<file path="config.mk">
export PLATFORM = sky130hd
export DESIGN_NAME = machine_ctrl_param_flat
export DESIGN_NICKNAME = d
export VERILOG_FILES = /design/src/rtl/machine_ctrl_param_pkg.sv /design/src/rtl/machine_ctrl_param_if.sv /design/src/rtl/machine_ctrl_param.sv /design/src/flat_wrapper.sv
export SDC_FILE = /design/constraint.sdc
export NUM_CORES = 1
export LEC_CHECK = 0
export ABC_AREA = 1
export CORE_MARGIN = 2
export CORE_UTILIZATION = 45
export DETAILED_ROUTE_END_ITERATION = 16
export PLACE_DENSITY_LB_ADDON = 0.12
export SLEW_MARGIN = 20
export SYNTH_ARGS = -nofsm -noshare
export SYNTH_HDL_FRONTEND = slang
export SYNTH_SLANG_ARGS = --single-unit
</file>
<file path="constraint.sdc">
create_clock -name clk -period 1.6 [get_ports clk]
set_input_delay 0.32 -clock clk [delete_from_list [all_inputs] [get_ports clk]]
set_output_delay 0.32 -clock clk [all_outputs]
set_load 0.02 [all_outputs]
</file>
<file path="src/rtl/machine_ctrl_param_pkg.sv">
// Shared definitions for the parametrised CPU control sequencer.
//   - 3-bit opcode constants of the 8-opcode ISA
//   - state_e: the sequencer state enum
//   - is_alu_or_lda: opcode-class helper for instructions that read an operand
//     from memory and load the accumulator
package machine_ctrl_param_pkg;

  localparam logic [2:0] HLT = 3'd0;
  localparam logic [2:0] SKZ = 3'd1;
  localparam logic [2:0] ADD = 3'd2;
  localparam logic [2:0] AND = 3'd3;
  localparam logic [2:0] XOR = 3'd4;
  localparam logic [2:0] LDA = 3'd5;
  localparam logic [2:0] STO = 3'd6;
  localparam logic [2:0] JMP = 3'd7;

  typedef enum logic [3:0] {
    IDLE,
    FETCH,
    DECODE,
    ADDR,
    OPF,
    EXEC,
    WB,
    TAIL,
    SKIP,
    HALT
  } state_e;

  function automatic logic is_alu_or_lda(input logic [2:0] op);
    return (op == ADD) || (op == AND) || (op == XOR) || (op == LDA);
  endfunction

endpackage

</file>
<file path="src/rtl/machine_ctrl_param_if.sv">
// Memory-side bus of the control sequencer.
//   rd           : memory read request
//   wr           : memory write request
//   datactrl_ena : drive accumulator onto the data bus
//   mem_ready    : memory completes the current read/write this cycle
// master = the sequencer, slave = the memory/datapath side.
interface machine_ctrl_param_if;

  logic rd;
  logic wr;
  logic datactrl_ena;
  logic mem_ready;

  modport master (
    output rd,
    output wr,
    output datactrl_ena,
    input  mem_ready
  );

  modport slave (
    input  rd,
    input  wr,
    input  datactrl_ena,
    output mem_ready
  );

endinterface

</file>
<file path="src/rtl/machine_ctrl_param.sv">
// Parametrised CPU control sequencer: fetch (IR_WORDS beats), decode, operand
// access, execute, writeback, with optional memory wait states, a resumable
// halt and a retired-instruction counter. All state updates on the falling
// edge of clk; ena is an asynchronous active-low reset.
//
// Ports:
//   clk        in   system clock (falling-edge active)
//   ena        in   asynchronous active-low reset
//   zero       in   accumulator-zero flag, sampled in EXEC
//   opcode     in   current opcode from the IR, stable from DECODE onward
//   run        in   resume request, acted on only in HALT
//   bus        mst  rd / wr / datactrl_ena out, mem_ready in
//   inc_pc     out  PC increment strobe
//   load_acc   out  accumulator load strobe
//   load_pc    out  PC load strobe
//   load_ir    out  IR load strobe (one beat)
//   halt       out  CPU halted
//   instr_cnt  out  retired-instruction count, wraps at 2^CNT_W
module machine_ctrl_param
  import machine_ctrl_param_pkg::*;
#(
  parameter int unsigned IR_WORDS = 2,
  parameter bit          WAIT_EN  = 1'b1,
  parameter int unsigned CNT_W    = 16
) (
  input  logic                  clk,
  input  logic                  ena,
  input  logic                  zero,
  input  logic [2:0]            opcode,
  input  logic                  run,
  machine_ctrl_param_if.master  bus,
  output logic                  inc_pc,
  output logic                  load_acc,
  output logic                  load_pc,
  output logic                  load_ir,
  output logic                  halt,
  output logic [CNT_W-1:0]      instr_cnt
);

  localparam int unsigned     BEAT_W    = $clog2(IR_WORDS + 1);
  localparam logic [BEAT_W-1:0] LAST_BEAT = BEAT_W'(IR_WORDS - 1);

  state_e              state;
  state_e              state_nx;
  logic [BEAT_W-1:0]   beat;
  logic [BEAT_W-1:0]   beat_nx;
  logic                retire;
  logic                mem_ok;

  // With wait states disabled every memory access completes in one cycle.
  assign mem_ok = WAIT_EN ? bus.mem_ready : 1'b1;

  always_ff @(negedge clk or negedge ena) begin
    if (!ena) begin
      state     <= IDLE;
      beat      <= '0;
      instr_cnt <= '0;
    end else begin
      state <= state_nx;
      beat  <= beat_nx;
      if (retire) begin
        instr_cnt <= instr_cnt + CNT_W'(1);
      end
    end
  end

  always_comb begin
    state_nx         = state;
    beat_nx          = beat;
    retire           = 1'b0;
    inc_pc           = 1'b0;
    load_acc         = 1'b0;
    load_pc          = 1'b0;
    load_ir          = 1'b0;
    halt             = 1'b0;
    bus.rd           = 1'b0;
    bus.wr           = 1'b0;
    bus.datactrl_ena = 1'b0;

    case (state)
      IDLE: begin
        state_nx = FETCH;
        beat_nx  = '0;
      end

      // rd is held for the whole access; the one-shot strobes fire only in
      // the completing cycle so a stalled beat loads/increments exactly once.
      // Beat 0 reads at the current PC, later beats advance it first.
      FETCH: begin
        bus.rd  = 1'b1;
        load_ir = mem_ok;
        inc_pc  = mem_ok && (beat != '0);
        if (mem_ok) begin
          if (beat == LAST_BEAT) begin
            beat_nx  = '0;
            state_nx = DECODE;
          end else begin
            beat_nx = beat + BEAT_W'(1);
          end
        end
      end

      DECODE: begin
        state_nx = ADDR;
      end

      ADDR: begin
        inc_pc = 1'b1;
        if (opcode == HLT) begin
          halt     = 1'b1;
          retire   = 1'b1;
          state_nx = HALT;
        end else begin
          state_nx = OPF;
        end
      end

      HALT: begin
        halt = 1'b1;
        if (run) begin
          state_nx = FETCH;
          beat_nx  = '0;
        end
      end

      OPF: begin
        if (is_alu_or_lda(opcode)) begin
          bus.rd = 1'b1;
        end else if (opcode == STO) begin
          bus.datactrl_ena = 1'b1;
        end else if (opcode == JMP) begin
          load_pc = 1'b1;
        end
        state_nx = EXEC;
      end

      EXEC: begin
        if (is_alu_or_lda(opcode)) begin
          bus.rd   = 1'b1;
          load_acc = mem_ok;
          if (mem_ok) begin
            state_nx = WB;
          end
        end else if (opcode == STO) begin
          bus.wr           = 1'b1;
          bus.datactrl_ena = 1'b1;
          if (mem_ok) begin
            state_nx = WB;
          end
        end else if (opcode == JMP) begin
          load_pc  = 1'b1;
          state_nx = WB;
        end else if ((opcode == SKZ) && zero) begin
          state_nx = SKIP;
          beat_nx  = '0;
        end else begin
          state_nx = WB;
        end
      end

      WB: begin
        if (opcode == STO) begin
          bus.datactrl_ena = 1'b1;
        end else if (is_alu_or_lda(opcode)) begin
          bus.rd = 1'b1;
        end
        state_nx = TAIL;
      end

      TAIL: begin
        retire   = 1'b1;
        state_nx = FETCH;
        beat_nx  = '0;
      end

      // Skips a whole instruction: one PC increment per instruction word,
      // reusing the fetch beat counter.
      SKIP: begin
        inc_pc = 1'b1;
        if (beat == LAST_BEAT) begin
          beat_nx  = '0;
          retire   = 1'b1;
          state_nx = FETCH;
        end else begin
          beat_nx = beat + BEAT_W'(1);
        end
      end

      default: begin
        state_nx = IDLE;
        beat_nx  = '0;
      end
    endcase
  end

endmodule

</file>
<file path="src/flat_wrapper.sv">
// flat-port wrapper written by rule: the top's interface ports become plain ports
module machine_ctrl_param_flat import machine_ctrl_param_pkg::*;
#(
  parameter int unsigned IR_WORDS = 2,
  parameter bit          WAIT_EN  = 1'b1,
  parameter int unsigned CNT_W    = 16
)
  (clk, ena, zero, opcode, run, inc_pc, load_acc, load_pc, load_ir, halt, instr_cnt, bus_rd, bus_wr, bus_datactrl_ena, bus_mem_ready);
  machine_ctrl_param_if bus_i ();
  input  logic clk;
  input  logic ena;
  input  logic zero;
  input  logic [2:0] opcode;
  input  logic run;
  output logic inc_pc;
  output logic load_acc;
  output logic load_pc;
  output logic load_ir;
  output logic halt;
  output logic [CNT_W-1:0] instr_cnt;
  output wire logic [$bits(bus_i.rd)-1:0] bus_rd;
  output wire logic [$bits(bus_i.wr)-1:0] bus_wr;
  output wire logic [$bits(bus_i.datactrl_ena)-1:0] bus_datactrl_ena;
  input wire logic [$bits(bus_i.mem_ready)-1:0] bus_mem_ready;
  assign bus_rd = bus_i.rd;
  assign bus_wr = bus_i.wr;
  assign bus_datactrl_ena = bus_i.datactrl_ena;
  assign bus_i.mem_ready = bus_mem_ready;
  machine_ctrl_param #(.IR_WORDS(IR_WORDS), .WAIT_EN(WAIT_EN), .CNT_W(CNT_W)) u_core (.clk(clk), .ena(ena), .zero(zero), .opcode(opcode), .run(run), .bus(bus_i), .inc_pc(inc_pc), .load_acc(load_acc), .load_pc(load_pc), .load_ir(load_ir), .halt(halt), .instr_cnt(instr_cnt));
endmodule
</file>
# Yosys cells after proc, flatten, opt, wreduce, memory -nomap -nowiden
# Index checks and enable logic that the tools add are counted.
# classes
n_addsub,2
multipliers,0
div_mod_pow,0
n_lt_le_gt_ge,0
n_eq_ne,25
n_shift,0
n_mux,38
bitwise_logic,1
reduce_logical,14
# op_table
op,n
two-way mux 4 bit,10
case mux 4 bit (9 select lines),1
"adder 16 x 1 -> 16 bit, second input constant",1
"equality test 4 x 3 -> 1 bit, second input constant",4
two-way mux 1 bit,14
two-way mux 2 bit,7
"equality test 3 bit, second input constant",4
"inequality test 2 bit, second input constant",5
case mux 2 bit (5 select lines),1
"equality test 4 x 2 -> 1 bit, second input constant",2
"equality test 4 bit, second input constant",2
AND reduction 7 bit,1
"equality test 3 x 2 -> 1 bit, second input constant",2
"inequality test 2 x 1 -> 1 bit, second input constant",3
case mux 1 bit (2 select lines),3
case mux 1 bit (3 select lines),2
OR reduction 2 bit,3
"equality test 4 x 1 -> 1 bit, second input constant",1
zero test 4 bit,1
AND reduction 4 bit,1
OR reduction 4 bit,1
"equality test 3 x 1 -> 1 bit, second input constant",1
zero test 3 bit,1
logical OR 1 bit,3
other kinds (5),6
# totals
register_bits,22
latch_bits,0
mem_bits_rw,0
romBits,0
wordCells,83
n_memories,0

# Longest topological paths before layout
# Gate-level depths: netlist of run 1.
# depth
word_depth,7
depth_mapped,9
depth_no_buf,9

==> metrics, run 1 <==
post-route ant nets 0; PwrDens 1135 nW/µm²; Netlist Area Pre-Place 1632 µm²; final setup margin -1.016 ns; clock tree root buffer cell clkbuf_4; Hold Buf Count CTS 0; LEAKAGE 1.578 nW; Critical Path RT 1.28 ns; drt first pass iters 5; slew of the pin with the lowest slew margin 0.4284 ns; post-route cell area 3128 µm²; synthesized net count 250; Placer Congestion 0.9141; first-pass GRT wire length 9722 µm; nets 372; final count of pins violating max slew 0; Slowest-stage cell, CP dfrtn_1; clk_skew 0.005038 ns; CP Class register to output port; IO buf count 31; total CTS buffers 3; max cap viols 0; Synth Warn # 0; Ports 32; DR vias 2293; asr flop ratio synth 1.000; crit-path max cell delay 0.52 ns; critical-path cell list inv_2 > nor2_4 > nand2_4 > nor2_4 > o21ai_2 > nand3_2 > buf_6; WL/cell 18.74 µm; Post-synth EDFFs 0; TritonCTS clock tree built; Mapped Avg Cell Area 6.770 µm²; Worst VDD drop 1.185 mV; DRC viols 0; total track usage 0.3009; Initial Util 0.4777; final setup vio count 46; Worst EP arrival 2.30 ns; Hold/Removal Path Class register to register; CP endpoint kind output port; Worst Hold Slack 0.4905 ns; RSZ-0062 raised after global routing true; Vias/cell 5.620; Post-Syn Instances 241; Yosys reg bits 22; Layout fillers 134; Area Overhead vs Synth 91.72%; post-synthesis sequential area ratio 0.3374; clock-pin slew on the worst setup and hold paths 0.09 ns; FF/Latch Area 550.5 µm²; most used cell, CP nor2_4; final global-route overflow total 0; status finished, violations left; Startpoint Class register; final wirelength 7647 µm; Die Span Y 64.22 µm; top post-synthesis cells by area dfrtn_1, nand2_1, nor2_1; row cnt 21; maximum clock path buffer count 2; number of clock sinks 22; Placement Cell Area 2576 µm²; core region area 3416 µm²; # diodes 0; worst-path fanout max 4; vias in the first global route 2096; share of cells above drive strength 1 0.5580; Die Width 64.22 µm; initial drt markers 269; Die ar. 4124 µm²; Tot Pwr 3.549 mW; Commonest cells post-synth nand2_1, nor2_1, inv_1; area of the multi-input gates 1211 µm²; Yosys top cell area share 0.3374; failing checks setup timing; Distinct cells, synth 26; Clk Latency, worst-skew pair 0.31 ns; H-tree depth 1; Slew headroom 0.7134; initial antenna violation count 0; DPL Wire Length 3604 µm; top-count cell post-synth nand2_1; Synth area leader dfrtn_1; Fin. Hold Viols 0; largest net degree at the start of global routing 23; Synth Flop Type dfrtn_1
-- through the flow --
stage          utilization  TNS, ns  setup slack [ns]  cells
2_1_floorplan            -   -11.56           -0.6820    241
3_3_place_gp        0.7542   -37.44            -1.098    375
3_5_place_dp        0.7542   -37.50            -1.114    375
4_1_cts             0.8740   -18.62           -0.9253    400
5_1_grt             0.9158   -21.91            -1.079    408
6_report            0.9158   -20.42            -1.016    408
-- power by group --
group          internal (mW)  switching, mW  total (mW)
clock network          0.254          0.191       0.445
logic                   1.11           1.23        2.34
registers              0.664          0.100       0.764
total                   2.03           1.52        3.55
-- cell type report --
| cell class | count | area share |
|---|---|---|
| tap | 46 | 0.01840 |
| clock inverter | 1 | 0.009600 |
| inverter | 27 | 0.04560 |
| sequential | 22 | 0.1760 |
| multi-input combinational | 190 | 0.3872 |
| timing repair buffer | 119 | 0.3560 |
| clock buffer | 3 | 0.007200 |
-- logic make-up (layout without fill, tap and decap cells) --
logic type | count (synthesis) | after routing | synth area share
buffers and inverters | 29 | 150 | 0.08435
AOI/OAI and AO/OA | 20 | 20 | 0.08666
xor gates and xnor gates | 8 | 8 | 0.04295
and+or+nand+nor | 161 | 161 | 0.4410
adders and majority gates | 1 | 1 | 0.007667
DFF | 22 | 22 | 0.3374
-- per-layer routing --
metal / track usage / vias to the layer above / part of all wire
li1: - / 1001 / -
met1: 0.3786 / 1062 / 0.36
met2: 0.5286 / 173 / 0.48
met3: 0.06162 / 57 / 0.097
met4: 0.06915 / 0 / 0.058
met5: 0 / - / 0
-- flip-flops by register name, indices dropped and copies added (netlist names) --
register	count
u_core.state	4
u_core.beat	2
u_core.instr_cnt	16
-- what timing repair did --
| item | 4_1_cts | 5_1_grt |
|---|---|---|
| gates cloned | 1 | 0 |
| gates resized for setup | 209 | 30 |
| pin swaps | 26 | 27 |
| buffers inserted | 20 | 12 |
| endpoints found under the setup margin | 46 | 46 |
-- worst max-delay path, delay by kind of cell, from the launching register on --
family / cells / cell delay, ns
AO/OA/AOI/OAI: 1 / 0.08
AND/OR/NAND/NOR: 4 / 0.39
flip-flops: 1 / 0.52
buffers and inverters: 2 / 0.19
-- layout by cell type (no fill, tap or decap), types with 2 or more instances in the layout --
cell type  Yosys  layout
buf_4          0      73
nand2_1       91      64
buf_6          0      34
nor2_1        30      24
nand2_2        6      23
dfrtn_1       22      22
inv_1         24      17
nand2_4        3      12
o21ai_2        8       8
nand3_1       14       8
xor2_1         8       8
nor2_4         3       7
nand4_1        5       5
inv_2          2       4
nor2_2         2       4
buf_8          1       4
nand3_2        0       3
nand3_4        0       3
o21ai_0        6       3
clkbuf_4       0       3
buf_12         1       3
inv_8          0       2
clkinv_4       0       2
nor3_4         0       2
nor3_2         0       2
o21ai_1        0       2
a21oi_1        3       2
-- final timing paths --
| kind | slack (ns) | from | cells past startpoint | end |
|---|---|---|---|---|
| worst min register to register | 0.49 | u_core.beat[1] | 2 | u_core.beat[1] |
| worst max register to register | -0.51 | u_core.instr_cnt[5] | 9 | u_core.instr_cnt[14] |
| min in group asynchronous | 1.05 | ena | 2 | u_core.state[3] |
| worst min-delay path | 0.49 | u_core.beat[1] | 2 | u_core.beat[1] |
| worst max-delay path | -1.02 | u_core.state[0] | 7 | inc_pc |
| max in group asynchronous | 0.37 | ena | 2 | u_core.instr_cnt[10] |
No activity file was read; power rests on OpenSTA's default activity.
==> run 2: changes to the inputs <==
- CTS_BUF_LIST: not set -> sky130_fd_sc_hd__clkbuf_8 sky130_fd_sc_hd__clkbuf_16
==> metrics, run 2 (same netlist as run 1, synthesis figures left out) <==
CP endpoint kind output port; final setup margin -0.9105 ns; vias in the first global route 2072; worst-path fanout max 3; DPL Wire Length 3604 µm; grt met2 use 0.5000; post-route cell area 3127 µm²; dpl ws -1.114 ns; post-layout util 0.9154; Hold/Removal Path Class register to register; drt first pass iters 6; buffers plus inverters on the worst setup path 3; first-pass GRT wire length 9515 µm; clock-pin slew on the worst setup and hold paths 0.05 ns; LEAKAGE 1.545 nW; row cnt 21; Fin. Hold Viols 0; reg2reg end u_core.instr_cnt[14]; total CTS buffers 3; H-tree depth 1; final setup vio count 46; Crit path max-delay family flip-flops; Clk Latency, worst-skew pair 0.28 ns; Worst EP arrival 2.19 ns; FF/Latch Area 550.5 µm²; R2R setup slack -0.20 ns; Critical Path RT 1.28 ns; initial antenna violation count 0; IO buf count 31; status finished, violations left; total track usage 0.2999; Worst VDD drop 1.056 mV; share of cells above drive strength 1 0.5370; reg2reg path depth 10; Ports 32; crit path to load_pc; maximum clock path buffer count 2; DR vias 2297; post-route ant nets 0; max FFs per register 16; number of clock sinks 22; grt met1 use 0.3712; Placer Congestion 0.9141; TritonCTS clock tree built; Area Overhead vs Synth 91.64%; Finished Layout Cells 411; Biggest register u_core.instr_cnt; GR peak layer met2; Initial Util 0.4777; max cap viols 0; CP Launch Point u_core.state[2]; failing checks setup timing; Die ar. 4124 µm²; R2R Path Start u_core.instr_cnt[6]; biggest regs u_core.instr_cnt (16), u_core.state (4), u_core.beat (2); clk_skew 0.003023 ns; initial drt markers 230; final wirelength 7100 µm; PwrDens 1158 nW/µm²; commonest non-fill, non-tap cells in the layout buf_4, nand2_1, buf_6; final count of pins violating max slew 0; largest net degree at the start of global routing 23; Slew headroom 0.7423; Die Span Y 64.22 µm; grt met3 use 0.05810; Layout fillers 138; core region area 3416 µm²; most used cell, CP buf_4; final global-route overflow total 0; Die Width 64.22 µm; Startpoint Class register; critical-path cell list buf_4 > buf_6 > nand2_4 > nor3_2 > buf_4; critical path depth in cells 5; Inst Count DP 375; WL/cell 17.27 µm; Placement Cell Area 2576 µm²; Slowest-stage cell, CP dfrtn_1; Vias/cell 5.589; RSZ-0062 raised after global routing true; crit-path max cell delay 0.43 ns; Hold Buf Count CTS 0; # diodes 0; clock tree root buffer cell clkbuf_8; CP Class register to output port; slew of the pin with the lowest slew margin 0.3851 ns; final setup TNS -20.15 ns; nets 375; area of the multi-input gates 1181 µm²; DRC viols 0; commonest non-fill, non-tap cell in the layout buf_4
## run 2: cell types whose count changed in the layout (fill, tap and decap cells not counted), sizes merged
cell,before,now
clkdlybuf4s15,1,2
inv,24,25
buf,115,118
clkbuf,4,3
clkinv,2,1
## run 2: stage by stage
step	hold slack (ns)	total power, mW
final	0.4847	3.621
after global routing	0.5292	3.786
after floorplan	0.4260	1.703
after detailed placement	0.4833	2.562
after CTS	0.4995	3.417
after global placement	0.4817	2.546
## run 2: area by class of cell
| cell class | count | share of cell area |
|---|---|---|
| clock buffer | 3 | 0.01321 |
| clock inverter | 1 | 0.009604 |
| inverter | 27 | 0.04562 |
| multi-input combinational | 190 | 0.3778 |
| sequential | 22 | 0.1761 |
| tap | 46 | 0.01841 |
| timing repair buffer | 122 | 0.3593 |
## run 2: where the power goes
part	switching [mW]	internal (mW)
Sequential	0.0893	0.664
Combinational	1.21	1.13
Clock	0.194	0.335
Total	1.50	2.12
## run 2: worst reg2reg max path, cell delays in order, from the launching register on
cell and delay, ns:
dfrtn_1 0.42, buf_4 0.11, buf_4 0.10, buf_4 0.12, nand2_1 0.09, nor2_1 0.25
nand2_1 0.13, o21ai_0 0.16, nand2_1 0.09, nand2_2 0.08, nand2_1 0.08
## run 2: worst min path at each step
stage | cells past startpoint | startpoint | end
6_report | 2 | u_core.beat[1] | u_core.beat[1]
5_1_grt | 2 | u_core.beat[1] | u_core.beat[1]
4_1_cts | 2 | u_core.beat[1] | u_core.beat[1]
3_5_place_dp | 2 | u_core.beat[1] | u_core.beat[1]
3_3_place_gp | 2 | u_core.beat[1] | u_core.beat[1]
2_1_floorplan | 2 | u_core.beat[1] | u_core.beat[1]
## run 2: repair_timing
action	in CTS	in global routing
pin swaps	27	21
cloned	1	0
setup buffers	20	15
setup endpoints to repair	46	46
gates resized for setup	207	14
## run 2: routing by layer
layer	vias up	wire length, µm
li1	1006	-
met1	1079	2546
met2	166	3550
met3	46	668
met4	0	335
met5	-	0
==> run 3: changes to the inputs <==
- SLEW_MARGIN: 20 -> not set
==> results of run 3 <==
No change in the layout: final DEF, timing and power equal those of run 2.
